==> config.mk <==
export PLATFORM = sky130hd
export DESIGN_NAME = pc_fetch_unit
export DESIGN_NICKNAME = d
export VERILOG_FILES = /design/src/rtl/pc_fetch_unit.sv
export SDC_FILE = /design/constraint.sdc
export NUM_CORES = 1
export LEC_CHECK = 0
export CAP_MARGIN = 10
export CORE_MARGIN = 2
export CORE_UTILIZATION = 45
export CTS_BUF_LIST = sky130_fd_sc_hd__clkbuf_4 sky130_fd_sc_hd__clkbuf_8
export CTS_CLUSTER_DIAMETER = 100
export DETAILED_ROUTE_END_ITERATION = 12
export HOLD_SLACK_MARGIN = 0.05
export PLACE_DENSITY = 0.73
export SLEW_MARGIN = 5
export SYNTH_ARGS = -nofsm -noshare
export SYNTH_HDL_FRONTEND = slang
export SYNTH_SLANG_ARGS = --single-unit
==> constraint.sdc <==
create_clock -name clk -period 1.9 [get_ports clk]
set_clock_uncertainty 0.2 [all_clocks]
set_input_delay 0.19 -clock clk [delete_from_list [all_inputs] [get_ports clk]]
set_output_delay 0.19 -clock clk [all_outputs]
set_load 0.01 [all_outputs]
==> src/rtl/pc_fetch_unit.sv <==
// pc_fetch_unit
//   Program-counter register plus multi-beat instruction fetch sequencer.
//   A start in IDLE freezes the fetch address and issues BEATS consecutive
//   memory beats. Each beat holds its address until the memory acknowledges
//   it. The assembled instruction is published in the DONE cycle, and the PC
//   then advances by BEATS or takes a branch/jump target.
//
//   Optional feature macro: FETCH_ALIGN_CHECK_EN
//     defined   : a pc_load with nonzero low BB bits is aligned down and sets
//                 the sticky misalign flag. An aligned pc_load clears the flag.
//     undefined : pc_next is loaded unmodified and misalign is tied to 0.
//
// Ports
//   clk          sole clock, rising edge
//   rstb         asynchronous active-low reset
//   start        fetch request (only looked at in IDLE)
//   pc_load      load PC from pc_next
//   pc_next      [AWIDTH] load value
//   mem_rdata    [DWIDTH] read data for the current beat
//   mem_valid    beat acknowledge
//   mem_req      beat request (high for every FETCH cycle)
//   mem_addr     [AWIDTH] beat address {fetch_pc[AWIDTH-1:BB], beat}
//   instr        [IWIDTH] last completed instruction
//   instr_valid  high for the single DONE cycle
//   busy         high in FETCH and DONE
//   pc           [AWIDTH] current PC register
//   misalign     sticky misaligned-load flag
module pc_fetch_unit #(
  parameter int AWIDTH = 8,
  parameter int DWIDTH = 8,
  parameter int IWIDTH = 32,
  parameter logic [AWIDTH-1:0] RESET_PC = '0
) (
  input  logic              clk,
  input  logic              rstb,
  input  logic              start,
  input  logic              pc_load,
  input  logic [AWIDTH-1:0] pc_next,
  input  logic [DWIDTH-1:0] mem_rdata,
  input  logic              mem_valid,
  output logic              mem_req,
  output logic [AWIDTH-1:0] mem_addr,
  output logic [IWIDTH-1:0] instr,
  output logic              instr_valid,
  output logic              busy,
  output logic [AWIDTH-1:0] pc,
  output logic              misalign
);

  localparam int BEATS = IWIDTH / DWIDTH;
  localparam int BB    = $clog2(BEATS);

  typedef enum logic [1:0] {IDLE, FETCH, DONE} state_t;

  state_t                         state_q, state_d;
  logic [BB-1:0]                  beat_q;
  logic [AWIDTH-BB-1:0]           fpc_q;      // frozen fetch_pc, upper bits only
  logic [AWIDTH-1:0]              pc_q;
  logic [AWIDTH-1:0]              pend_q;     // pending branch target
  logic                           pend_vld_q;
  logic [AWIDTH-1:0]              ld_val;     // pc_next after optional alignment
  logic [BEATS-1:0][DWIDTH-1:0]   buf_q, buf_nxt;
  logic [IWIDTH-1:0]              instr_q;
  logic                           accept, last_beat;

  // A beat is taken only while requesting. A stray mem_valid is ignored.
  assign accept    = mem_req & mem_valid;
  assign last_beat = accept && (beat_q == {BB{1'b1}});

`ifdef FETCH_ALIGN_CHECK_EN
  logic misalign_q;

  assign ld_val = {pc_next[AWIDTH-1:BB], {BB{1'b0}}};

  // The flag is sticky across loads until an aligned load or reset.
  always_ff @(posedge clk or negedge rstb) begin
    if (!rstb)        misalign_q <= 1'b0;
    else if (pc_load) misalign_q <= |pc_next[BB-1:0];
  end

  assign misalign = misalign_q;
`else
  assign ld_val   = pc_next;
  assign misalign = 1'b0;
`endif

  // ---------------- FSM: state register ----------------
  always_ff @(posedge clk or negedge rstb) begin
    if (!rstb) state_q <= IDLE;
    else       state_q <= state_d;
  end

  // ---------------- FSM: next state ----------------
  always_comb begin
    state_d = state_q;
    unique case (state_q)
      IDLE:    if (start)     state_d = FETCH;
      FETCH:   if (last_beat) state_d = DONE;
      DONE:                   state_d = IDLE;
      default:                state_d = IDLE;
    endcase
  end

  // ---------------- FSM: outputs ----------------
  // These are decoded from the state so that an async reset drops them at once.
  always_comb begin
    mem_req     = 1'b0;
    busy        = 1'b0;
    instr_valid = 1'b0;
    unique case (state_q)
      FETCH: begin
        mem_req = 1'b1;
        busy    = 1'b1;
      end
      DONE: begin
        busy        = 1'b1;
        instr_valid = 1'b1;
      end
      default: ;
    endcase
  end

  // ---------------- beat counter / fetch address ----------------
  // A same-cycle pc_load redirects the fetch that is starting.
  always_ff @(posedge clk or negedge rstb) begin
    if (!rstb) begin
      beat_q <= '0;
      fpc_q  <= '0;
    end else if (state_q == IDLE && start) begin
      beat_q <= '0;
      fpc_q  <= pc_load ? ld_val[AWIDTH-1:BB] : pc_q[AWIDTH-1:BB];
    end else if (accept) begin
      beat_q <= beat_q + 1'b1;
    end
  end

  assign mem_addr = {fpc_q, beat_q};

  // ---------------- beat assembly, one lane per beat ----------------
  for (genvar g = 0; g < BEATS; g++) begin : g_lane
    assign buf_nxt[g] = (accept && beat_q == BB'(g)) ? mem_rdata : buf_q[g];
  end

  always_ff @(posedge clk or negedge rstb) begin
    if (!rstb) buf_q <= '0;
    else       buf_q <= buf_nxt;
  end

  // Capture through buf_nxt so that the final beat lands on the DONE-entry edge.
  always_ff @(posedge clk or negedge rstb) begin
    if (!rstb)          instr_q <= '0;
    else if (last_beat) instr_q <= buf_nxt;
  end

  assign instr = instr_q;

  // ---------------- PC register and pending load ----------------
  // During FETCH a load only becomes pending, and the newest load wins.
  // On DONE entry a load takes priority over the increment. A load seen
  // in the same cycle counts as the newest pending value.
  always_ff @(posedge clk or negedge rstb) begin
    if (!rstb) begin
      pc_q       <= RESET_PC;
      pend_q     <= '0;
      pend_vld_q <= 1'b0;
    end else begin
      unique case (state_q)
        IDLE: if (pc_load) pc_q <= ld_val;
        FETCH: begin
          if (last_beat) begin
            pc_q       <= pc_load    ? ld_val :
                          pend_vld_q ? pend_q : pc_q + AWIDTH'(BEATS);
            pend_vld_q <= 1'b0;
          end else if (pc_load) begin
            pend_q     <= ld_val;
            pend_vld_q <= 1'b1;
          end
        end
        DONE: begin
          if (pc_load)         pc_q <= ld_val;
          else if (pend_vld_q) pc_q <= pend_q;
          pend_vld_q <= 1'b0;
        end
        default: ;
      endcase
    end
  end

  assign pc = pc_q;

endmodule

==> results of run 1 <==
[critical path: stages, from the launching register on]
cell     delay, ns
dfrtp_1       0.40
inv_2         0.11
ha_4          0.22
nor2b_4       0.13
a22o_1        0.19
a221o_1       0.28
mux2_2        0.25
[cells in the mapped netlist (3+ instances only)]
library cell,instances
nand2_1,110
dfrtp_1,83
mux2_2,31
o21ai_0,15
ha_1,11
inv_1,10
nor2_1,10
a21oi_1,9
a31oi_1,8
clkbuf_1,8
mux2i_1,7
nand2b_1,6
nor2b_1,6
buf_2,5
buf_4,3
nand3_1,3
o211ai_1,3
o2bb2ai_1,3
[report_power, final]
group / leakage [nW] / total, mW / switching [mW] / internal [mW]
combinational: 1.28 / 3.82 / 1.71 / 2.11
sequential: 1.06 / 2.94 / 0.444 / 2.49
clock: 0.117 / 1.47 / 0.683 / 0.791
total: 2.46 / 8.23 / 2.84 / 5.39
[sequential cells by signal, summed over array words and instances (netlist names)]
register	flops
pc	8
beat_q	2
state_q	2
fpc_q	6
pend_vld_q	1
pend_q	8
buf_q	24
instr	32
[cell type report]
class,count,area (um2),area share (%)
timing repair buffer,109,1047,20.02
sequential,83,2078,39.73
multi-input combinational,258,1704,32.58
clock buffer,10,137.6,2.631
clock inverter,6,95.09,1.818
inverter,10,37.54,0.7175
tap,105,131.4,2.511
[per-layer routing]
layer	global-route usage [%]	share of wire (%)	vias to the layer above
li1	-	-	1448
met1	26.64	43	1457
met2	36.00	49	84
met3	4.344	6.1	13
met4	7.512	1.5	0
met5	0	0	-
[cell families after synthesis]
kind of cell             count (synthesis)  share of synthesized area [%]
multiplexers                            40                          11.49
AND/OR/NAND/NOR                        148                          17.00
AO/OA/AOI/OAI                           56                          9.736
buffers and inverters                   28                          3.582
XOR/XNOR                                 2                         0.4560
adder cells (fa/ha/maj)                 11                          3.582
flip-flops                              83                          54.05
other                                    1                        0.09759
[timing repair]
action,in CTS,in global routing
gates resized for setup,15,10
hold buffers,1,0
pin swaps,2,8
cloned,0,0
buffers inserted,4,0
endpoints found under the setup margin,25,9
endpoints found under the hold margin,83,0
[worst max-delay path by stage]
stage | end | slack [ns] | cells after the start
after floorplan | pend_q[4]$_DFFE_PN0P_ | -0.06 | 6
after global placement | pc[3]$_DFFE_PN0P_ | -0.08 | 5
after detailed placement | pc[7]$_DFFE_PN0P_ | -0.15 | 6
after CTS | pc[3]$_DFFE_PN0P_ | -0.002 | 6
after global routing | pc[3]$_DFFE_PN0P_ | -0.03 | 6
final | pc[3]$_DFFE_PN0P_ | 0.01 | 6
==> run metrics, run 1 <==
Cell Rows 33; Die Ht 96.41 um; sequential share of the synthesized area between 50 and 60%; Reg-to-Reg End pc[3]$_DFFE_PN0P_; most common cell after layout, fill and taps aside nand2_1; RSZ-0062 raised after global routing true; Avg Synthesized Cell Area between 10 and 15 um2; count of antenna diodes in the layout 0; area share of the largest cell type after synthesis between 50% and 60%; cell count after synthesis roughly 370; io pins between 70 and 80; synth unique cells 47; VDD IR max slightly above 700 uV; via count 3002; reg2reg setup slack between 0.01 and 0.015 ns; Total Nets Final between 500 and 600; Filler Cells Inserted between 600 and 700; Reg clk slew, reported paths ~0.09 ns; total CTS buffers 9; worst hold slack 0.1822 ns; final cycle utilization of the critical path between 90 and 100%; post-route setup slack around 0.013 ns; P_leak 2.461 nW; die span in x between 90 and 100 um; initial detailed-routing violation count 132; Core ar. just over 8000 um2; ys flop type dfrtp_1; layout cells sized above 1 roughly 22%; Final setup violation count 0; startpoint class of the critical path register; Post-Layout Cell Count roughly 580; CP arrival between 1.5 and 2 ns; die area between 9000 and 10000 um2; MaxCap Viol Count 0; YS warnings 0; hold crit path type input port to async pin; pin count of the biggest net entering global routing 84; port bufs 71; drt total wl ~9.2 mm; dpl cells 560; fin. max-slew vios 0; Clock Path Buffers 2; Initial Util between 40 and 50%; CTS tree done; most frequent cells in the layout nand2_1 (110), dfrtp_1 (82), clkdlybuf4s50_1 (67), buf_4 (31), mux2_2 (30); Vias/cell ~5.2; H-Tree Depth 3; CP Launch Point state_q[1]$_DFFE_PN0P_; Overall Global Routing Usage 21.07%; Design Area, Final ~5200 um2; path depth of the worst reg2reg path 6; DR WL/cell between 15 and 20 um; kind of end point of the critical path register; async set or reset register ratio after synthesis between 90% and 100%; clock root buffer clkbuf_8; Tmin final about 1.9 ns; # DRC 0; Util after Layout about 63%; initial antenna violation count 0; RePlAce Congestion ~0.9; drt pass-1 iters 4; leading area contributor after synthesis dfrtp_1; vias in the first global route around 3000; synth top area cells dfrtp_1 (54%), nand2_1 (11%), mux2_2 (9.1%); fmax about 0.53 GHz; crit-path max FO 3; syn nets 401; reg2reg start state_q[1]$_DFFE_PN0P_; number of synthesized register bits 83; Final ANT Viol Nets 0; clk_lat worst skew 0.35 ns; global-route wire length before repair around 15 mm; Remaining Overflow, GRT 0; outcome finished clean; Placement Setup Slack -0.1474 ns; number of synthesized flops with an enable pin 0; critical path class register to register; clk sink count 83; Required @ worst endpoint between 1.5 and 2 ns; TNS Setup 0 ns; Final Hold Fails 0; Mapped Area between 3000 and 4000 um2; Area Overhead vs Synth 36.14%; hpwl dp roughly 6.3 mm; Pwr Total ~8 mW; PD cells 1573 nW/um2; DP Area just under 5000 um2
No activity file was read; power rests on OpenSTA's default activity.
==> run 2: changes to the inputs <==
--- a/config.mk
+++ b/config.mk
@@ -6,6 +6,7 @@
 export NUM_CORES = 1
 export LEC_CHECK = 0
 export CAP_MARGIN = 10
+export CORE_ASPECT_RATIO = 1.2
 export CORE_MARGIN = 2
 export CORE_UTILIZATION = 45
 export CTS_BUF_LIST = sky130_fd_sc_hd__clkbuf_4 sky130_fd_sc_hd__clkbuf_8
==> run 2 against run 1 <==
  * Total power fell by 1.1%
  * Clock-buffer cell count increased by 1
  * Critical path depth is the same
  * Die area hardly changed
  * Clock power down 9%
  * Combinational power up 1%
  * Via count is 0.93% higher
  * Non-clock buffer count decreased by 1
  * Critical endpoint unchanged
  * Largest cell class unchanged
  * Largest power group unchanged
==> run metrics, run 2 (same netlist as run 1, synthesis figures left out) <==
Remaining Overflow, GRT 0 (unchanged); hold crit path type input port to async pin; die area 9297 um2 (about the same); final cycle utilization of the critical path 99.34% (about the same); path depth of the worst reg2reg path 6 (unchanged); worst path cell trace inv_2 -> ha_4 -> buf_4 -> and2_1 -> a221o_1 -> mux2_2; DP Area 4891 um2 (+0.23%); Initial Util 46.87% (+0.34 points); most frequent cells in the layout nand2_1 (109), dfrtp_1 (83), clkdlybuf4s50_1 (67), buf_4 (32), mux2_2 (28); pin count of the biggest net entering global routing 35 (-58%); Die Ht 105.2 um (+9.1%); max FFs per register 32 (unchanged); H-Tree Depth 3 (unchanged); initial antenna violation count 0 (unchanged); outcome finished clean; Pwr Total 8.139 mW (-1.1%); hpwl dp 6.500 mm (+3.4%); initial detailed-routing violation count 95 (-28%); Vias/cell 5.144 (-0.44%); clock root buffer clkbuf_8; CP max stage cell dfrtp_1; io pins 73 (unchanged); worst hold slack 0.1023 ns (-0.07987 ns); Clock Path Buffers 2 (unchanged); drt total wl 9.384 mm (+2.2%); fmax 0.5298 GHz (about the same); Overall Global Routing Usage 21.17% (+0.10 points); Tmin final 1.887 ns (+0.0001890 ns); RSZ-0062 raised after global routing true; fin. max-slew vios 0 (unchanged); Placement Setup Slack -0.1203 ns (+0.02704 ns); critical path class register to register; post-route setup slack 0.01257 ns (-0.0001890 ns); Design Area, Final 5225 um2 (-0.12%); die span in x 88.36 um (-8.4%); Cell Rows 36 (+9.1%); DR WL/cell 15.93 um (+0.83%); Reg clk slew, reported paths 0.10 ns (about the same); PD cells 1558 nW/um2 (-0.99%); global-route wire length before repair 15.26 mm (+2.9%); dpl cells 569 (+1.6%); via count 3030 (+0.93%); count of antenna diodes in the layout 0 (unchanged); # DRC 0 (unchanged); MaxCap Viol Count 0 (unchanged); vias in the first global route 3087 (+3.0%); port bufs 71 (unchanged); clk_lat worst skew 0.35 ns (about the same); RePlAce Congestion 0.8444 (-3.5%); TNS Setup 0 ns (unchanged); Util after Layout 63.74% (+0.39 points); CP arrival 1.92 ns (about the same); Worst path max stage delay 0.40 ns (about the same); reg2reg setup slack 0.01 ns (about the same); Total Nets Final 502 (-0.20%); kind of end point of the critical path register; Required @ worst endpoint 1.93 ns (-0.02 ns); P_leak 2.458 nW (-0.13%); Filler Cells Inserted 698 (+2.9%); drt pass-1 iters 4 (unchanged); reg2reg start state_q[1]$_DFFE_PN0P_; crit-path max FO 3 (unchanged); Final setup violation count 0 (unchanged); Area Overhead vs Synth 35.98%; Post-Layout Cell Count 589 (+1.4%); total CTS buffers 9 (unchanged); Final Hold Fails 0 (unchanged); VDD IR max 791.4 uV (+11%); layout cells sized above 1 21.47% (-0.38 points); startpoint class of the critical path register; Final ANT Viol Nets 0 (unchanged); Reg-to-Reg End pc[3]$_DFFE_PN0P_; clk sink count 83 (unchanged); most common cell after layout, fill and taps aside nand2_1; CTS tree done; Core ar. 8198 um2 (-0.73%)
==> run 2: cell types whose count changed in the layout (fill, tap and decap cells not counted), sizes merged <==
cell      delta
buf          -1
clkbuf       +1
clkinvlp     +1
bufinv       -1
inv          -1
==> run 2: timing repair <==
action | 4_1_cts | 5_1_grt
pin swaps | 2 | 2
hold buffers | 1 | 0
endpoints found under the setup margin | 46 | 22
hold endpoints to repair | 83 | 0
buffers inserted | 2 | 1
gates resized for setup | 12 | 14
==> run 2: worst max-delay path by stage <==
stage | from | depth (start not counted) | slack, ns | endpoint
4_1_cts | state_q[0]$_DFFE_PN0P_ | 4 | 0.0007 | mem_req
6_report | state_q[1]$_DFFE_PN0P_ | 6 | 0.01 | pc[3]$_DFFE_PN0P_
3_5_place_dp | pc_load | 6 | -0.12 | pc[7]$_DFFE_PN0P_
3_3_place_gp | pc_load | 6 | -0.08 | pc[7]$_DFFE_PN0P_
5_1_grt | state_q[1]$_DFFE_PN0P_ | 6 | -0.07 | pc[3]$_DFFE_PN0P_
2_1_floorplan | state_q[1]$_DFFE_PN0P_ | 6 | -0.06 | pend_q[4]$_DFFE_PN0P_
==> run 2: routing by layer <==
layer	GRT usage [%]	vias up	share of wire [%]
met5	0	-	0
met4	7.143	0	1.5
met3	4.933	12	5.1
met2	34.43	93	51
met1	27.67	1483	43
li1	-	1442	-
==> run 2: layout make-up <==
cell class / count / area (um2) / share of cell area, %
Tap cell: 114 / 142.6 / 2.730
Sequential cell: 83 / 2077 / 39.75
Multi-Input combinational cell: 258 / 1723 / 32.97
Clock inverter: 5 / 60.06 / 1.149
Clock buffer: 11 / 151.4 / 2.898
Inverter: 10 / 37.54 / 0.7184
Timing Repair Buffer: 108 / 1033 / 19.78
==> run 2: power breakdown <==
part           leakage (nW)  switching [mW]  internal [mW]
combinational          1.29            1.77           2.09
sequential             1.06           0.440           2.49
clock                 0.106           0.656          0.685
total                  2.46            2.87           5.27
==> run 2: critical path: cells and delay by family (launching register included) <==
kind / cells / cell delay (ns)
flops: 1 / 0.40
buf+inv: 2 / 0.24
simple gates: 1 / 0.16
fa+ha+maj: 1 / 0.22
compound gates: 1 / 0.30
mux: 1 / 0.25
==> run 3: changes to the inputs <==
--- a/config.mk
+++ b/config.mk
@@ -7,13 +7,12 @@
 export LEC_CHECK = 0
 export CAP_MARGIN = 10
 export CORE_ASPECT_RATIO = 1.2
-export CORE_MARGIN = 2
 export CORE_UTILIZATION = 45
 export CTS_BUF_LIST = sky130_fd_sc_hd__clkbuf_4 sky130_fd_sc_hd__clkbuf_8
 export CTS_CLUSTER_DIAMETER = 100
 export DETAILED_ROUTE_END_ITERATION = 12
 export HOLD_SLACK_MARGIN = 0.05
-export PLACE_DENSITY = 0.73
+export PLACE_DENSITY = 0.72
 export SLEW_MARGIN = 5
 export SYNTH_ARGS = -nofsm -noshare
 export SYNTH_HDL_FRONTEND = slang
==> run 3 against run 2 <==
  * The flow now finishes with violations (negative setup slack)
  * Worst setup slack got worse by 0.046 ns
  * Non-clock buffer count increased by 8
  * Final cell count increased by 1.2%
  * Global-route usage increased by 1.3 points
  * Die area decreased by 4.1%
  * Total power decreased by 0.56%
  * Sequential power about the same
  * Highest routed layer unchanged
==> run metrics, run 3 (same netlist as run 1, synthesis figures left out) <==
port bufs 71 (unchanged); vias in the first global route 3100 (+0.42%); clock root buffer clkbuf_8; kind of end point of the critical path register; kind of cell adding the most delay to the critical path compound AO/OA/AOI/OAI gates; CP arrival 1.97 ns (+0.05 ns); most common cell after layout, fill and taps aside nand2_1; layout cells sized above 1 23.24% (+1.8 points); Reg-to-Reg End pc[3]$_DFFE_PN0P_; global-route wire length before repair 15.15 mm (-0.77%); Slew headroom 55.88%; Required @ worst endpoint 1.94 ns (about the same); count of antenna diodes in the layout 0 (unchanged); total CTS buffers 9 (unchanged); startpoint class of the critical path register; Final Hold Fails 0 (unchanged); hold crit path type input port to async pin; CP max stage cell dfrtp_1; drt total wl 9.439 mm (+0.59%); fmax 0.5171 GHz (-2.4%); path depth of the worst reg2reg path 7 (+1); Overall Global Routing Usage 22.46% (+1.3 points); initial antenna violation count 0 (unchanged); reg2reg setup slack -0.03 ns (-0.05 ns); worst hold slack 0.1810 ns (+0.07862 ns); pin count of the biggest net entering global routing 44 (+26%); hpwl dp 6.660 mm (+2.5%); Final ANT Viol Nets 0 (unchanged); Vias/cell 5.193 (+0.95%); Remaining Overflow, GRT 0 (unchanged); Die Ht 103.2 um (-1.9%); post-route setup slack -0.03382 ns (-0.04639 ns); MaxCap Viol Count 0 (unchanged); Reg clk slew, reported paths 0.08 ns (-0.02 ns); H-Tree Depth 3 (unchanged); failing checks negative setup slack; Total Nets Final 510 (+1.6%); clk_lat worst skew 0.35 ns (about the same); Tmin final 1.934 ns (+0.04639 ns); Placement Setup Slack -0.1564 ns (-0.03604 ns); dpl cells 573 (+0.70%); outcome finished with violations; Worst path max stage delay 0.41 ns (about the same); TNS Setup -0.05356 ns (-0.05356 ns); # DRC 0 (unchanged); VDD IR max 758.6 uV (-4.1%); final cycle utilization of the critical path 101.8% (+2.4 points); CTS tree done; drt pass-1 iters 4 (unchanged); most frequent cells in the layout nand2_1 (110), dfrtp_1 (83), clkdlybuf4s50_1 (67), buf_4 (36), mux2_2 (26); io pins 73 (unchanged); die area 8914 um2 (-4.1%); DR WL/cell 15.84 um (-0.60%); Final setup violation count 3 (+3); worst path bufs/invs 2 (unchanged); P_leak 2.497 nW (+1.6%); die span in x 86.36 um (-2.3%); RePlAce Congestion 0.8123 (-3.8%); Area Overhead vs Synth 37.25%; Cell Rows 36 (unchanged); Post-Layout Cell Count 596 (+1.2%); PD cells 1535 nW/um2 (-1.5%); Crit path depth 7 (+1); critical path class register to register; Clock Path Buffers 2 (unchanged); clk sink count 83 (unchanged); reg2reg start state_q[0]$_DFFE_PN0P_; actual slew at the worst max-slew pin roughly 0.66 ns; fin. max-slew vios 0 (unchanged); crit-path max FO 3 (unchanged); max FFs per register 32 (unchanged); Pwr Total 8.094 mW (-0.56%); RSZ-0062 raised after global routing true; Core ar. 8198 um2 (unchanged); worst path cell trace inv_2 -> buf_6 -> ha_4 -> nor2b_4 -> a22o_1 -> a221o_1 -> mux2_2; initial detailed-routing violation count 125 (+32%); via count 3095 (+2.1%); Initial Util 46.87% (unchanged)
==> run 3: repair_timing <==
action,CTS,global route
setup endpoints to repair,17,38
endpoints found under the hold margin,83,0
setup buffers,3,2
pin swaps,2,7
gates resized for setup,16,16
hold buffers,3,0
==> run 3: tightest hold or removal path, cell delays in order <==
cell           delay [ns]
dlygate4sd3_1        0.52
buf_4                0.15
buf_12               0.24
==> run 3: cell type report <==
type	instances	area [um2]
Tap cell	114	142.6
Inverter	10	37.54
Fill cell	685	2924
Clock inverter	4	51.30
Sequential cell	83	2077
Timing Repair Buffer	116	1100
Clock buffer	11	138.9
Multi-Input combinational cell	258	1727
==> run 3: report_power, final <==
group | total (mW) | leakage, nW | switching (mW) | internal, mW
Sequential | 2.90 | 1.06 | 0.411 | 2.49
Combinational | 3.93 | 1.34 | 1.79 | 2.14
Clock | 1.27 | 0.0966 | 0.633 | 0.633
Total | 8.09 | 2.50 | 2.83 | 5.26
==> run 3: worst max path at each step <==
stage / from / end / slack (ns)
finish: state_q[0]$_DFFE_PN0P_ / pc[3]$_DFFE_PN0P_ / -0.03
global route: state_q[0]$_DFFE_PN0P_ / pc[3]$_DFFE_PN0P_ / -0.08
CTS: state_q[0]$_DFFE_PN0P_ / pc[3]$_DFFE_PN0P_ / -0.02
detailed placement: pc_load / pc[7]$_DFFE_PN0P_ / -0.16
global placement: pc_load / pc[3]$_DFFE_PN0P_ / -0.09
floorplan: state_q[1]$_DFFE_PN0P_ / pend_q[4]$_DFFE_PN0P_ / -0.06
==> run 3: stage by stage <==
stage | util [%] | area [um2]
floorplan | - | 3855
global placement | 60.03 | 4921
detailed placement | 60.03 | 4921
CTS | 63.25 | 5185
global route | 64.33 | 5274
finish | 64.33 | 5274
==> run 3: metal layers <==
layer | vias up | global-route usage [%] | routed length [um]
li1 | 1461 | - | -
met1 | 1545 | 27.81 | 4081
met2 | 75 | 38.89 | 4772
met3 | 14 | 4.524 | 425
met4 | 0 | 8.846 | 159
met5 | - | 0 | 0
